[src/rtl/pdm_pkg.sv]
// Shared constants and helpers for the PDM modulator/decimator family.
// Offset-binary PCM: 0x00000000 = -full-scale, 0x80000000 = midscale.
package pdm_pkg;

    localparam logic [31:0] PDM_MIDSCALE = 32'h8000_0000;
    localparam logic [31:0] PDM_FS_NEG   = 32'h0000_0000;
    localparam logic [31:0] PDM_FS_POS   = 32'hFFFF_FFFF;

    typedef enum logic {
        EDGE_RISE = 1'b0,
        EDGE_FALL = 1'b1
    } pdm_edge_e;

    // Signed CIC register width: order*log2(decim) growth plus sign and headroom.
    function automatic int cic_width(input int order, input int decim);
        return order * $clog2(decim) + 2;
    endfunction

endpackage

[src/rtl/pdm_sync_edge.sv]
// Synchronises the PDM bit clock and data into clk and emits a one-cycle
// tick with the captured data bit on the selected ock edge.
module pdm_sync_edge #(
    parameter int EDGE = 0
) (
    input  logic clk,
    input  logic rstn,
    input  logic i_ock,
    input  logic i_sdi,
    input  logic i_en,
    output logic o_tick,
    output logic o_bit
);
    import pdm_pkg::*;

    logic [1:0] r_ock_s;
    logic [1:0] r_sdi_s;
    logic       r_ock_d;
    logic       r_tick;
    logic       r_bit;
    logic       w_edge;

    assign w_edge = (EDGE == int'(EDGE_FALL)) ? (~r_ock_s[1] & r_ock_d)
                                              : (r_ock_s[1] & ~r_ock_d);

    always_ff @(posedge clk or negedge rstn) begin
        if (!rstn) begin
            r_ock_s <= '0;
            r_sdi_s <= '0;
            r_ock_d <= 1'b0;
            r_tick  <= 1'b0;
            r_bit   <= 1'b0;
        end else begin
            r_ock_s <= {r_ock_s[0], i_ock};
            r_sdi_s <= {r_sdi_s[0], i_sdi};
            if (!i_en) begin
                r_ock_d <= 1'b0;
                r_tick  <= 1'b0;
                r_bit   <= 1'b0;
            end else begin
                r_ock_d <= r_ock_s[1];
                r_tick  <= w_edge;
                if (w_edge) begin
                    r_bit <= r_sdi_s[1];
                end
            end
        end
    end

    assign o_tick = r_tick;
    assign o_bit  = r_bit;

endmodule

[src/rtl/pdm_cic_decimator.sv]
// CIC decimator: 1-bit PDM in, ORDER integrators at the tick rate,
// ORDER pipelined combs at the output rate, offset-binary 32-bit PCM out.
module pdm_cic_decimator #(
    parameter int ORDER = 4,
    parameter int DECIM = 64,
    parameter int EDGE  = 0
) (
    input  logic        clk,
    input  logic        rstn,
    input  logic        ock,
    input  logic        sdi,
    input  logic        en,
    output logic [31:0] dout,
    output logic        valid
);
    import pdm_pkg::*;

    localparam int LOGD  = $clog2(DECIM);
    localparam int W     = cic_width(ORDER, DECIM);
    localparam int SHIFT = 33 - W;
    localparam logic [W-1:0] C_FULL = W'(1) << (ORDER * LOGD);

    logic             w_tick;
    logic             w_bit;
    logic             w_dec;
    logic [W-1:0]     w_x;
    logic [W-1:0]     w_u;
    logic [W-2:0]     w_uc;
    logic [31:0]      w_fmt;

    logic [W-1:0]     r_int [ORDER];
    logic [W-1:0]     r_cmb [ORDER];
    logic [W-1:0]     r_dly [ORDER];
    logic [ORDER-1:0] r_stg;
    logic [LOGD-1:0]  r_cnt;

    pdm_sync_edge #(
        .EDGE (EDGE)
    ) u_sync (
        .clk    (clk),
        .rstn   (rstn),
        .i_ock  (ock),
        .i_sdi  (sdi),
        .i_en   (en),
        .o_tick (w_tick),
        .o_bit  (w_bit)
    );

    assign w_x   = w_bit ? W'(1) : '1;
    assign w_dec = w_tick && (r_cnt == '1);

    // Integrators and tick counter; every stage reads pre-update values.
    always_ff @(posedge clk or negedge rstn) begin
        if (!rstn) begin
            for (int k = 0; k < ORDER; k++) begin
                r_int[k] <= '0;
            end
            r_cnt <= '0;
        end else if (!en) begin
            for (int k = 0; k < ORDER; k++) begin
                r_int[k] <= '0;
            end
            r_cnt <= '0;
        end else if (w_tick) begin
            r_int[0] <= r_int[0] + w_x;
            for (int k = 1; k < ORDER; k++) begin
                r_int[k] <= r_int[k] + r_int[k-1];
            end
            r_cnt <= r_cnt + 1'b1;
        end
    end

    // Comb stage k fires k cycles after dec; stage 0 takes the
    // last integrator directly on the dec cycle.
    always_ff @(posedge clk or negedge rstn) begin
        if (!rstn) begin
            for (int k = 0; k < ORDER; k++) begin
                r_cmb[k] <= '0;
                r_dly[k] <= '0;
            end
            r_stg <= '0;
        end else if (!en) begin
            for (int k = 0; k < ORDER; k++) begin
                r_cmb[k] <= '0;
                r_dly[k] <= '0;
            end
            r_stg <= '0;
        end else begin
            r_stg[0] <= w_dec;
            for (int k = 1; k < ORDER; k++) begin
                r_stg[k] <= r_stg[k-1];
            end
            if (w_dec) begin
                r_cmb[0] <= r_int[ORDER-1] - r_dly[0];
                r_dly[0] <= r_int[ORDER-1];
            end
            for (int k = 1; k < ORDER; k++) begin
                if (r_stg[k-1]) begin
                    r_cmb[k] <= r_cmb[k-1] - r_dly[k];
                    r_dly[k] <= r_cmb[k-1];
                end
            end
        end
    end

    // Shift to unsigned; only +full-scale overflows W-1 bits, so clamp it.
    assign w_u   = r_cmb[ORDER-1] + C_FULL;
    assign w_uc  = w_u[W-1] ? '1 : w_u[W-2:0];
    assign w_fmt = 32'(w_uc) << SHIFT;

    always_ff @(posedge clk or negedge rstn) begin
        if (!rstn) begin
            dout  <= '0;
            valid <= 1'b0;
        end else begin
            valid <= en & r_stg[ORDER-1];
            if (en && r_stg[ORDER-1]) begin
                dout <= w_fmt;
            end
        end
    end

endmodule

[config.mk]
export PLATFORM = sky130hd
export DESIGN_NAME = pdm_cic_decimator
export DESIGN_NICKNAME = d
export VERILOG_FILES = /design/src/rtl/pdm_pkg.sv /design/src/rtl/pdm_sync_edge.sv /design/src/rtl/pdm_cic_decimator.sv
export SDC_FILE = /design/constraint.sdc
export NUM_CORES = 1
export LEC_CHECK = 0
export BUFFER_PORTS_ARGS = -buffer_cell sky130_fd_sc_hd__buf_2
export CAP_MARGIN = 20
export CORE_MARGIN = 2
export CORE_UTILIZATION = 60
export DETAILED_ROUTE_END_ITERATION = 16
export GPL_TIMING_DRIVEN = 0
export PLACE_DENSITY = 0.8
export SYNTH_ARGS = -nofsm -noshare
export SYNTH_HDL_FRONTEND = slang
export SYNTH_SLANG_ARGS = --single-unit
[constraint.sdc]
create_clock -name clk -period 3.9 [get_ports clk]
set_input_delay 0.78 -clock clk [delete_from_list [all_inputs] [get_ports clk]]
set_output_delay 0.78 -clock clk [all_outputs]
set_load 0.1 [all_outputs]
==> results of run 1 <==
-- cells in the mapped netlist, types with 49 or more instances --
master / instances
a21oi_1: 203
inv_1: 150
mux2i_1: 182
nand2_1: 274
ha_1: 201
nor2_1: 309
dfrtp_1: 355
clkbuf_1: 83
nand3_1: 49
xnor2_1: 108
a21o_1: 98
o21ai_0: 130
-- per-layer routing --
metal / wire length (um) / up-vias / track usage [%]
li1: - / 9543 / -
met2: 29700 / 555 / 52.2
met4: 2000 / 0 / 10.6
met1: 25200 / 9578 / 36.5
met5: 0 / - / 0
met3: 2750 / 137 / 4.21
-- cell type report --
cell class | count | area (um^2) | share of cell area [%]
clock inverters | 12 | 166 | 0.641
flip-flops and latches | 355 | 8880 | 34.2
well taps | 518 | 648 | 2.50
repair inverters | 1 | 5.00 | 0.0193
plain buffers | 111 | 444 | 1.71
multi-input cells | 2041 | 13900 | 53.4
inverters | 151 | 571 | 2.20
repair buffers | 32 | 215 | 0.829
clock buffers | 59 | 1170 | 4.52
-- worst min-delay path by stage --
stage                                   end
after floorplan           u_sync.r_ock_s[1]
after global placement    u_sync.r_sdi_s[1]
after detailed placement  u_sync.r_sdi_s[1]
after CTS                 u_sync.r_ock_s[0]
after global routing      u_sync.r_ock_s[0]
final                             r_dly[55]
-- through the flow --
step           std cells  area (um^2)  worst slack, ps  total power, mW  TNS (ps)
6_report            3280        26000              283             9.00         0
5_1_grt             3280        26000             27.3             9.36         0
4_1_cts             3279        26000              223             9.04         0
3_5_place_dp        3208        24600              254             5.17         0
3_3_place_gp        3206        24500            -4720             5.12  -1658890
2_1_floorplan       2658        23800              910             4.82         0
-- logic make-up (layout without fill, tap and decap cells) --
kind of cell	count (synthesis)	after routing
mux	185	185
xor+xnor	151	151
flops	355	355
buf+inv	262	366
compound gates	659	659
fa+ha+maj	209	209
simple gates	830	830
other cells	1	7
-- worst max-delay path, stage by stage, from the launching register on --
cell and delay, ps:
dfrtp_1 520, clkinvlp_4 410, fa_1 540, a21o_1 200
a21o_1 220, a2111oi_2 460, o21ai_2 130, nand2_1 120
o31ai_1 130, a31oi_1 430, xor2_1 200, o21ai_0 100
-- state kept, by name, indices dropped and copies added (netlist names) --
name and count:
dout 25, r_cmb 104, r_cnt 6, r_dly 104, r_int 104, r_stg 4
u_sync.o_bit 1, u_sync.o_tick 1, u_sync.r_ock_d 1, u_sync.r_ock_s 2, u_sync.r_sdi_s 2, valid 1
-- report_power, final --
group,internal (mW),leakage [nW],switching [mW],total [mW]
clock network,2.29,0.651,1.57,3.87
logic,0.487,6.76,0.819,1.31
registers,3.75,4.93,0.0754,3.83
total,6.53,12.3,2.47,9.00
==> impl_results.md, run 1 <==
- Normalized max-slew margin: 31.3%
- Clock buffer depth: 3
- Simple-gate share of the synthesized area: 15.7%
- Path type of the worst min-delay path: input pin to asynchronous set/reset pin
- H-tree levels: 2
- Post-synthesis adder-cell area fraction: roughly 11%
- Leakage: 12.3 nW
- CTS root buf: clkbuf_16
- Drt first pass iters: 5
- Avg WL per Cell: 18.2 um
- Max Cap Viol: 0
- Initial Util: 61.1%
- Die Height: 203 um
- Post-synthesis sequential area ratio: 37.4%
- Startpoint Class: flop
- Cells taking the most area after synthesis: dfrtp_1, ha_1, mux2i_1
- Vias in the first global route: 19700
- Fin. max-slew vios: 0
- Hold slack: 264 ps
- Number of port buffers: 30
- Max Fanout on Critical Path: 13
- Commonest non-fill, non-tap cell in the layout: dfrtp_1
- WL final: 59700 um
- DRC violations left: 0
- Register-to-register setup slack: around 280 ps
- Yosys top cell area share: 37.4%
- Total GRT Usage: between 20% and 30%
- Starting DRT DRC Count: 1294
- Placer Congestion: 0.941
- Share of layout cells above drive strength 1: 4.56%
- Most frequent cells in the layout: dfrtp_1, nor2_1, nand2_1
- Post-synthesis mux area share: under 10%
- Post-route clock period utilization: 92.8%
- FMAX: 276 MHz
- Nets@finish: 2948
- Clock Pin Slew Worst Setup and Hold Paths: 60 ps
- Reg-to-Reg End: r_int[98]
- Routed via count: 19800
- Cells after Synth: about 2700
- Ys async rst share: 100%
- Antenna violations before repair: 0
- Die area: 0.0412 mm^2
- Final Setup Violations: 0
- Worst path required time: 4320 ps
- Avg Inst Size Synth: 8.95 um^2
- Largest area contributor in the netlist: dfrtp_1
- Avg Vias per Cell: 6.04
- Critical path startpoint: u_sync.o_bit
- Critical path type: flop to flop
- CTS buffer count: 41
- Mapped cell area: between 0.02 and 0.025 mm^2
- Worst EP arrival: about 4000 ps
- Global-route wire length before repair: 98700 um
- VDD IR-drop max: 414 uV
- Status: completed
- Antenna diode count: 0
- Worst Setup EP: r_int[98]
- Post-synth EDFFs: 0
- Pwr dens: 347 mW/mm^2
- Prevailing post-synth register cell: dfrtp_1
- Yosys warnings: 0
- Compound-Gate Fraction of Synth Area: between 10% and 20%
- #FFs+latches synth: 355
- Period minus WS final: 3620 ps
- Unrepaired setup endpoints after global routing: no
- Setup crit end kind: flop
- Hold buffer count at CTS: 0
- Core Box Area: 0.0388 mm^2
- Worst slew pin tran: 1030 ps
- Final hold violation count: 0
- FILL cells: a little over 3000
- Resized Gates After CTS: 0
- I/O Pins: 38
- Skew final: 30.0 ps
- Worst r2r path cells: 11
- Grt ovf: 0
- DPL Wire Length: roughly 44000 um
- Antenna viol nets, final: 0
- Largest family of logic cells by synthesized area: compound AO/OA/AOI/OAI gates
- Synth cell types: 86
- Clock latency at the later pin of the worst-skew pair: 580 ps
- Reg-to-reg startpoint: u_sync.o_bit
- CTS tree: done
- Sink Count: about 360
- Horiz. Die Dim: ~200 um
- Fraction of synthesized cell area in xor and xnor cells: 5.57%
- Largest net degree at the start of global routing: around 120
- Area grow syn2layout: 9.42%
- Post-CTS Setup Bufs: 0
- Core Rows: slightly above 70
- Post-route core utilization: approximately two thirds
No activity file was read; power rests on OpenSTA's default activity.
==> run 2: changes to the inputs <==
--- a/config.mk
+++ b/config.mk
@@ -12,6 +12,7 @@
 export DETAILED_ROUTE_END_ITERATION = 16
 export GPL_TIMING_DRIVEN = 0
 export PLACE_DENSITY = 0.8
+export RECOVER_POWER = 50
 export SYNTH_ARGS = -nofsm -noshare
 export SYNTH_HDL_FRONTEND = slang
 export SYNTH_SLANG_ARGS = --single-unit
==> run 2 against run 1 <==
Net effect:
- the run now ends with max-capacitance violations, max-slew violations left
- total power hardly changed
- fmax hardly changed
- sequential power hardly changed
- wire length is 0.11% higher
- largest cell class unchanged
==> impl_results.md, run 2 (same netlist as run 1, synthesis figures left out) <==
- Status: finished with violations (was completed)
- Failing checks: max-capacitance violations, max-slew violations
- Worst slew pin tran: 1680 ps (was 1030 ps)
- Setup TNS: 0 ps (unchanged)
- CTS tree: done (unchanged)
- WL final: 59800 um (was 59700 um)
- Antenna viol nets, final: 0 (unchanged)
- Sink Count: 355 (unchanged)
- Avg Vias per Cell: 6.05 (was 6.04)
- Number of port buffers: 30 (unchanged)
- Startpoint Class: flop (unchanged)
- Post-route clock period utilization: 92.7% (was 92.8%)
- Core Box Area: 0.0388 mm^2 (unchanged)
- Critical path type: flop to flop (unchanged)
- Max Cap Viol: 1 (was 0)
- Critical path startpoint: u_sync.o_bit (unchanged)
- Post-route core utilization: 66.7% (was 66.9%)
- DRC violations left: 0 (unchanged)
- Most frequent cells in the layout: dfrtp_1, nor2_1, nand2_1 (unchanged)
- I/O Pins: 38 (unchanged)
- VDD IR-drop max: 414 uV (about the same)
- Max Fanout on Critical Path: 13 (unchanged)
- Clock latency at the later pin of the worst-skew pair: 580 ps (about the same)
- Unrepaired setup endpoints after global routing: no (unchanged)
- Starting DRT DRC Count: 1313 (was 1294)
- Period minus WS final: 3620 ps (about the same)
- Global-route wire length before repair: 98700 um (unchanged)
- Vias in the first global route: 19700 (unchanged)
- Largest net degree at the start of global routing: 123 (unchanged)
- FILL cells: 3130 (was 3108)
- Routed via count: 19800 (about the same)
- Antenna diode count: 0 (unchanged)
- Setup crit end kind: flop (unchanged)
- Clock Pin Slew Worst Setup and Hold Paths: 60 ps (about the same)
- Dpl ws: 254 ps (unchanged)
- Worst r2r path cells: 11 (unchanged)
- CTS buffer count: 41 (unchanged)
- Largest registers: r_cmb (104), r_dly (104), r_int (104) (unchanged)
- Share of layout cells above drive strength 1: 3.58% (was 4.56%)
- Nets@finish: 2948 (unchanged)
- Core Rows: 72 (unchanged)
- Final hold violation count: 0 (unchanged)
- Reg-to-Reg End: r_int[98] (unchanged)
- Horiz. Die Dim: 203 um (unchanged)
- H-tree levels: 2 (unchanged)
- Clock buffer depth: 3 (unchanged)
- FMAX: 277 MHz (was 276 MHz)
- Placer Congestion: 0.941 (unchanged)
- DPL Wire Length: 44200 um (unchanged)
- Total GRT Usage: 29.4% (unchanged)
- Pwr dens: 347 mW/mm^2 (about the same)
- Worst path required time: 4320 ps (about the same)
- Leakage: 12.2 nW (was 12.3 nW)
- Worst EP arrival: 4040 ps (about the same)
- CTS root buf: clkbuf_16 (unchanged)
- Drt first pass iters: 6 (was 5)
- Hold buffer count at CTS: 0 (unchanged)
- Die Height: 203 um (unchanged)
- Fin. max-slew vios: 121 (was 0)
- Grt ovf: 0 (unchanged)
- Antenna violations before repair: 0 (unchanged)
- Die area: 0.0412 mm^2 (unchanged)
- Register-to-register setup slack: 280 ps (about the same)
- Final Setup Violations: 0 (unchanged)
- Reg-to-reg startpoint: u_sync.o_bit (unchanged)
- Final setup margin: 284 ps (was 283 ps)
- Avg WL per Cell: 18.2 um (about the same)
- Skew final: 32.6 ps (was 30.0 ps)
- Initial Util: 61.1% (unchanged)
- Commonest non-fill, non-tap cell in the layout: dfrtp_1 (unchanged)
- Normalized max-slew margin: -11.9% (was 31.3%)
- Path type of the worst min-delay path: input pin to asynchronous set/reset pin (unchanged)
- Area grow syn2layout: 9.19% (was 9.42%)
## run 2: changes by cell type in the layout (fill, tap and decap cells not counted)
cell	delta
clkbuf_4	+1
clkbuf_1	+27
buf_16	-1
buf_2	-27
and2_0	+2
and2_1	-2
## run 2: how the worst max path moves through the flow
| stage | to | slack [ps] | cells past startpoint |
|---|---|---|---|
| after detailed placement | r_cmb[75] | 250 | 7 |
| after global placement | r_int[85] | -4720 | 1 |
| final | r_int[98] | 280 | 11 |
| after floorplan | r_int[98] | 910 | 11 |
| after CTS | r_int[98] | 220 | 11 |
| after global routing | r_int[98] | 30 | 11 |
## run 2: timing repair
| action | 4_1_cts | 5_1_grt |
|---|---|---|
| setup buffers | 0 | 0 |
| resized for setup | 0 | 1 |
| endpoints found under the setup margin | 0 | 3 |
## run 2: metrics by stage
step / hold slack, ps / power (mW) / cell area, um^2 / instances
floorplan: 331 / 4.82 / 23800 / 2658
global placement: 340 / 5.12 / 24500 / 3206
detailed placement: 340 / 5.17 / 24600 / 3208
CTS: 283 / 9.04 / 26000 / 3279
global route: 296 / 9.35 / 25900 / 3280
finish: 253 / 8.99 / 25900 / 3280
## run 2: critical path: stages, from the launching register on
cell and delay (ps):
dfrtp_1 510, clkinvlp_4 410, fa_1 540, a21o_1 200, a21o_1 220, a2111oi_2 460, o21ai_2 130, nand2_1 120
o31ai_1 130, a31oi_1 430, xor2_1 200, o21ai_0 100
## run 2: per-layer routing
layer  track usage [%]  vias up  part of all wire (%)  wire, um
met4              10.6        0                   3.4      2020
met2              52.2      547                    50     29700
li1                  -     9540                     -         -
met5                 0        -                     0         0
met1              36.5     9603                    42     25300
met3              4.21      144                   4.6      2760
## run 2: power breakdown
part / switching (mW) / internal [mW] / total [mW]
sequential: 0.0756 / 3.75 / 3.83
clock: 1.57 / 2.29 / 3.86
combinational: 0.821 / 0.484 / 1.31
total: 2.47 / 6.53 / 8.99
## run 2: layout make-up
type / count / area, um^2 / area share, %
clock inverters: 12 / 166 / 0.642
well taps: 518 / 648 / 2.50
repair inverters: 1 / 5.00 / 0.0193
plain buffers: 111 / 444 / 1.71
multi-input cells: 2041 / 13900 / 53.5
repair buffers: 32 / 161 / 0.623
flip-flops and latches: 355 / 8880 / 34.3
clock buffers: 59 / 1170 / 4.53
inverters: 151 / 571 / 2.20
==> run 3: changes to the inputs <==
--- a/config.mk
+++ b/config.mk
@@ -13,6 +13,8 @@
 export GPL_TIMING_DRIVEN = 0
 export PLACE_DENSITY = 0.8
 export RECOVER_POWER = 50
+export SKIP_LAST_GASP = 1
 export SYNTH_ARGS = -nofsm -noshare
 export SYNTH_HDL_FRONTEND = slang
+export SYNTH_HIERARCHICAL = 1
 export SYNTH_SLANG_ARGS = --single-unit
==> run 3 against run 2 <==
Net effect:
- the run still ends with max-capacitance violations, max-slew violations left
- critical path depth up 2
- register-to-register slack improved by 60 ps
- count of clock-buffer cells in the layout down 4
- fmax grew 1.7%
- area after synthesis rose by 0.59%
- synthesized cell count is 1.6% higher
- clock power up 5%
- setup slack improved by 61 ps
- design area is 1.2% higher
- highest routed layer unchanged
==> impl_results.md, run 3 <==
- Period minus WS final: 3560 ps (was 3620 ps)
- Cells taking the most area after synthesis: dfrtp_1, ha_1, mux2i_1 (unchanged)
- I/O Pins: 38 (unchanged)
- Final Setup Violations: 0 (unchanged)
- Most frequent cells in the layout: dfrtp_1, nor2_1, nand2_1 (unchanged)
- Dpl cells: 3259 (was 3208)
- Setup crit end kind: flop (unchanged)
- Final hold violation count: 0 (unchanged)
- Reg-to-reg startpoint: u_sync/o_bit (was u_sync.o_bit)
- Final setup margin: 344 ps (was 284 ps)
- Unrepaired setup endpoints after global routing: no (unchanged)
- CTS buffer count: 41 (unchanged)
- Slowest CP cell: dfrtp_1 (was fa_1)
- Normalized max-slew margin: -102% (was -11.9%)
- Post-route core utilization: 66.5% (was 66.7%)
- CP bufs+invs: 2 (was 1)
- Startpoint Class: flop (unchanged)
- Avg Vias per Cell: 6.02 (was 6.05)
- Starting DRT DRC Count: 1392 (was 1313)
- H-tree levels: 2 (unchanged)
- CTS tree: done (unchanged)
- Fin. max-slew vios: 114 (was 121)
- Yosys top cell area share: 37.2% (was 37.4%)
- Largest area contributor in the netlist: dfrtp_1 (unchanged)
- Max Cap Viol: 1 (unchanged)
- Area grow syn2layout: 9.85% (was 9.19%)
- Drt first pass iters: 5 (was 6)
- Placer Congestion: 0.899 (was 0.941)
- Nets@finish: 2996 (was 2948)
- Worst slew pin tran: 3030 ps (was 1680 ps)
- Status: finished with violations (unchanged)
- Antenna viol nets, final: 0 (unchanged)
- Clock buffer depth: 3 (unchanged)
- Mapped cell area: 0.0239 mm^2 (was 0.0237 mm^2)
- Cell area after layout: 0.0262 mm^2 (was 0.0259 mm^2)
- Worst r2r path cells: 13 (was 11)
- Worst EP arrival: 4020 ps (was 4040 ps)
- Clock latency at the later pin of the worst-skew pair: 590 ps (was 580 ps)
- Largest net degree at the start of global routing: 123 (unchanged)
- Switching portion of total power: 27.1% (was 27.4%)
- Dpl ws: 55.5 ps (was 254 ps)
- Leakage: 12.6 nW (was 12.2 nW)
- Post-synth EDFFs: 0 (unchanged)
- Grt ovf: 0 (unchanged)
- DRC violations left: 0 (unchanged)
- FMAX: 281 MHz (was 277 MHz)
- Initial Util: 60.5% (was 61.1%)
- Hold buffer count at CTS: 0 (unchanged)
- CTS root buf: clkbuf_16 (unchanged)
- Avg Inst Size Synth: 8.86 um^2 (was 8.95 um^2)
- WL final: 60700 um (was 59800 um)
- Antenna violations before repair: 0 (unchanged)
- Reg-to-Reg End: r_int[102] (was r_int[98])
- Core Rows: 73 (was 72)
- Critical path startpoint: u_sync/o_bit (was u_sync.o_bit)
- Vias in the first global route: 19600 (was 19700)
- Post-synthesis sequential area ratio: 37.2% (was 37.4%)
- Die area: 0.0414 mm^2 (was 0.0412 mm^2)
- Critical path type: flop to flop (unchanged)
- Largest registers: r_cmb (104), r_dly (104), r_int (104) (unchanged)
- Synth top cells by count: dfrtp_1, nor2_1, nand2_1 (unchanged)
- Total GRT Usage: 29.6% (was 29.4%)
- Cell area after placement: 0.0248 mm^2 (was 0.0246 mm^2)
- Post-route clock period utilization: 91.2% (was 92.7%)
- Global-route wire length before repair: 99100 um (was 98700 um)
- Worst Setup EP: r_int[102] (was r_int[98])
- Failing checks: max-capacitance violations, max-slew violations (unchanged)
- Pwr dens: 346 mW/mm^2 (was 347 mW/mm^2)
- Core Box Area: 0.0395 mm^2 (was 0.0388 mm^2)
- Register-to-register setup slack: 340 ps (was 280 ps)
- Prevailing post-synth register cell: dfrtp_1 (unchanged)
- Yosys warnings: 6 (was 0)
- Share of layout cells above drive strength 1: 4.76% (was 3.58%)
- Horiz. Die Dim: 203 um (about the same)
- Max Fanout on Critical Path: 11 (was 13)
- #FFs+latches synth: 355 (unchanged)
- VDD IR-drop max: 335 uV (was 414 uV)
- Internal power: 6.62 mW (was 6.53 mW)
- Most common cell in the netlist: dfrtp_1 (unchanged)
- Ys async rst share: 100% (unchanged)
- Path type of the worst min-delay path: input pin to flop (was input pin to asynchronous set/reset pin)
- Sequential share of power: 42.0% (was 42.5%)
- Crit path cell chain: clkinvlp_4 -> buf_4 -> fa_1 -> a21o_1 -> a21o_1 -> a211oi_1 -> o31ai_1 -> o211ai_1 -> o21a_1 -> o21ba_1 -> o31a_1 -> nor3_1 -> nand3b_1 (was clkinvlp_4 -> fa_1 -> a21o_1 -> a21o_1 -> a2111oi_2 -> o21ai_2 -> nand2_1 -> o31ai_1 -> a31oi_1 -> xor2_1 -> o21ai_0)
- Synth cell types: 81 (was 86)
- Clock share of power: 44.5% (was 42.9%)
- Cells after Synth: 2695 (was 2652)
- Avg WL per Cell: 18.2 um (about the same)
- Skew final: 20.6 ps (was 32.6 ps)
- CP most frequent cell: a21o_1 (unchanged)
- Clock Pin Slew Worst Setup and Hold Paths: 60 ps (about the same)
- Antenna diode count: 0 (unchanged)
- DPL Wire Length: 44800 um (was 44200 um)
- Sink Count: 355 (unchanged)
- Slowest stage delay, CP: 550 ps (was 540 ps)
- Crit path max-delay family: compound AO/OA/AOI/OAI gates (unchanged)
- Pwr Total: 9.08 mW (was 8.99 mW)
- NetSw: 2.46 mW (was 2.47 mW)
- Combinational power share: 13.5% (was 14.5%)
- Die Height: 203 um (about the same)
- Worst path required time: 4360 ps (was 4320 ps)
- Routed via count: 20100 (was 19800)
- Commonest non-fill, non-tap cell in the layout: dfrtp_1 (unchanged)
- Stages on the worst setup path: 13 (was 11)
- Final Non-Filler Cells: 3338 (was 3280)
- Number of port buffers: 30 (unchanged)
## run 3: cell type report
| type | count | area, um^2 |
|---|---|---|
| multi-input combinational | 2080 | 14000 |
| fill | 3245 | 13200 |
| sequential | 355 | 8880 |
| clock buffer | 55 | 1140 |
| tap | 525 | 657 |
| inverter | 157 | 593 |
| buffer | 109 | 435 |
| clock inverter | 19 | 277 |
| timing repair buffer | 37 | 249 |
| timing repair inverter | 1 | 5.00 |
## run 3: logic make-up after synthesis
family	Yosys count	synth area share (%)
AND/OR/NAND/NOR	842	15.5
AO/OA/AOI/OAI	682	18.3
buffers and inverters	266	4.29
multiplexers	182	7.64
flip-flops	355	37.2
adder cells (fa/ha/maj)	209	11.2
XOR/XNOR	158	5.80
other	1	0.0157
## run 3: how the worst min path moves through the flow
| stage | startpoint | to | slack [ps] | depth (start not counted) |
|---|---|---|---|---|
| 2_1_floorplan | u_sync/r_ock_s[0] | u_sync/r_ock_s[1] | 330 | 0 |
| 3_3_place_gp | u_sync/r_sdi_s[0] | u_sync/r_sdi_s[1] | 330 | 0 |
| 3_5_place_dp | u_sync/r_ock_s[0] | u_sync/r_ock_s[1] | 340 | 0 |
| 4_1_cts | sdi | u_sync/r_sdi_s[0] | 280 | 1 |
| 5_1_grt | sdi | u_sync/r_sdi_s[0] | 280 | 1 |
| 6_report | sdi | u_sync/r_sdi_s[0] | 310 | 1 |
## run 3: timing repair
item                       CTS  global route
resized for setup            0             1
setup endpoints to repair    0             3
setup buffers                0             4
## run 3: routing by layer
layer	wire length, um	vias to the layer above	GRT usage, %
met5	0	-	0
met4	2190	0	11.5
met3	2760	134	4.04
met2	29400	497	50.6
met1	26300	9808	38.3
li1	-	9655	-
## run 3: power by group through the flow
stage	clock network (mW)	logic (mW)	registers, mW
after floorplan	0	0.901	3.85
after CTS	4.10	1.22	3.81
final	4.04	1.23	3.82
after detailed placement	0	1.20	3.88
after global routing	4.26	1.36	3.82
after global placement	0	1.16	3.88
## run 3: per-stage QoR
stage / TNS, ps / hold WS (ps)
floorplan: 0 / 331
global placement: -1664560 / 335
detailed placement: 0 / 338
CTS: 0 / 281
global route: 0 / 283
finish: 0 / 305
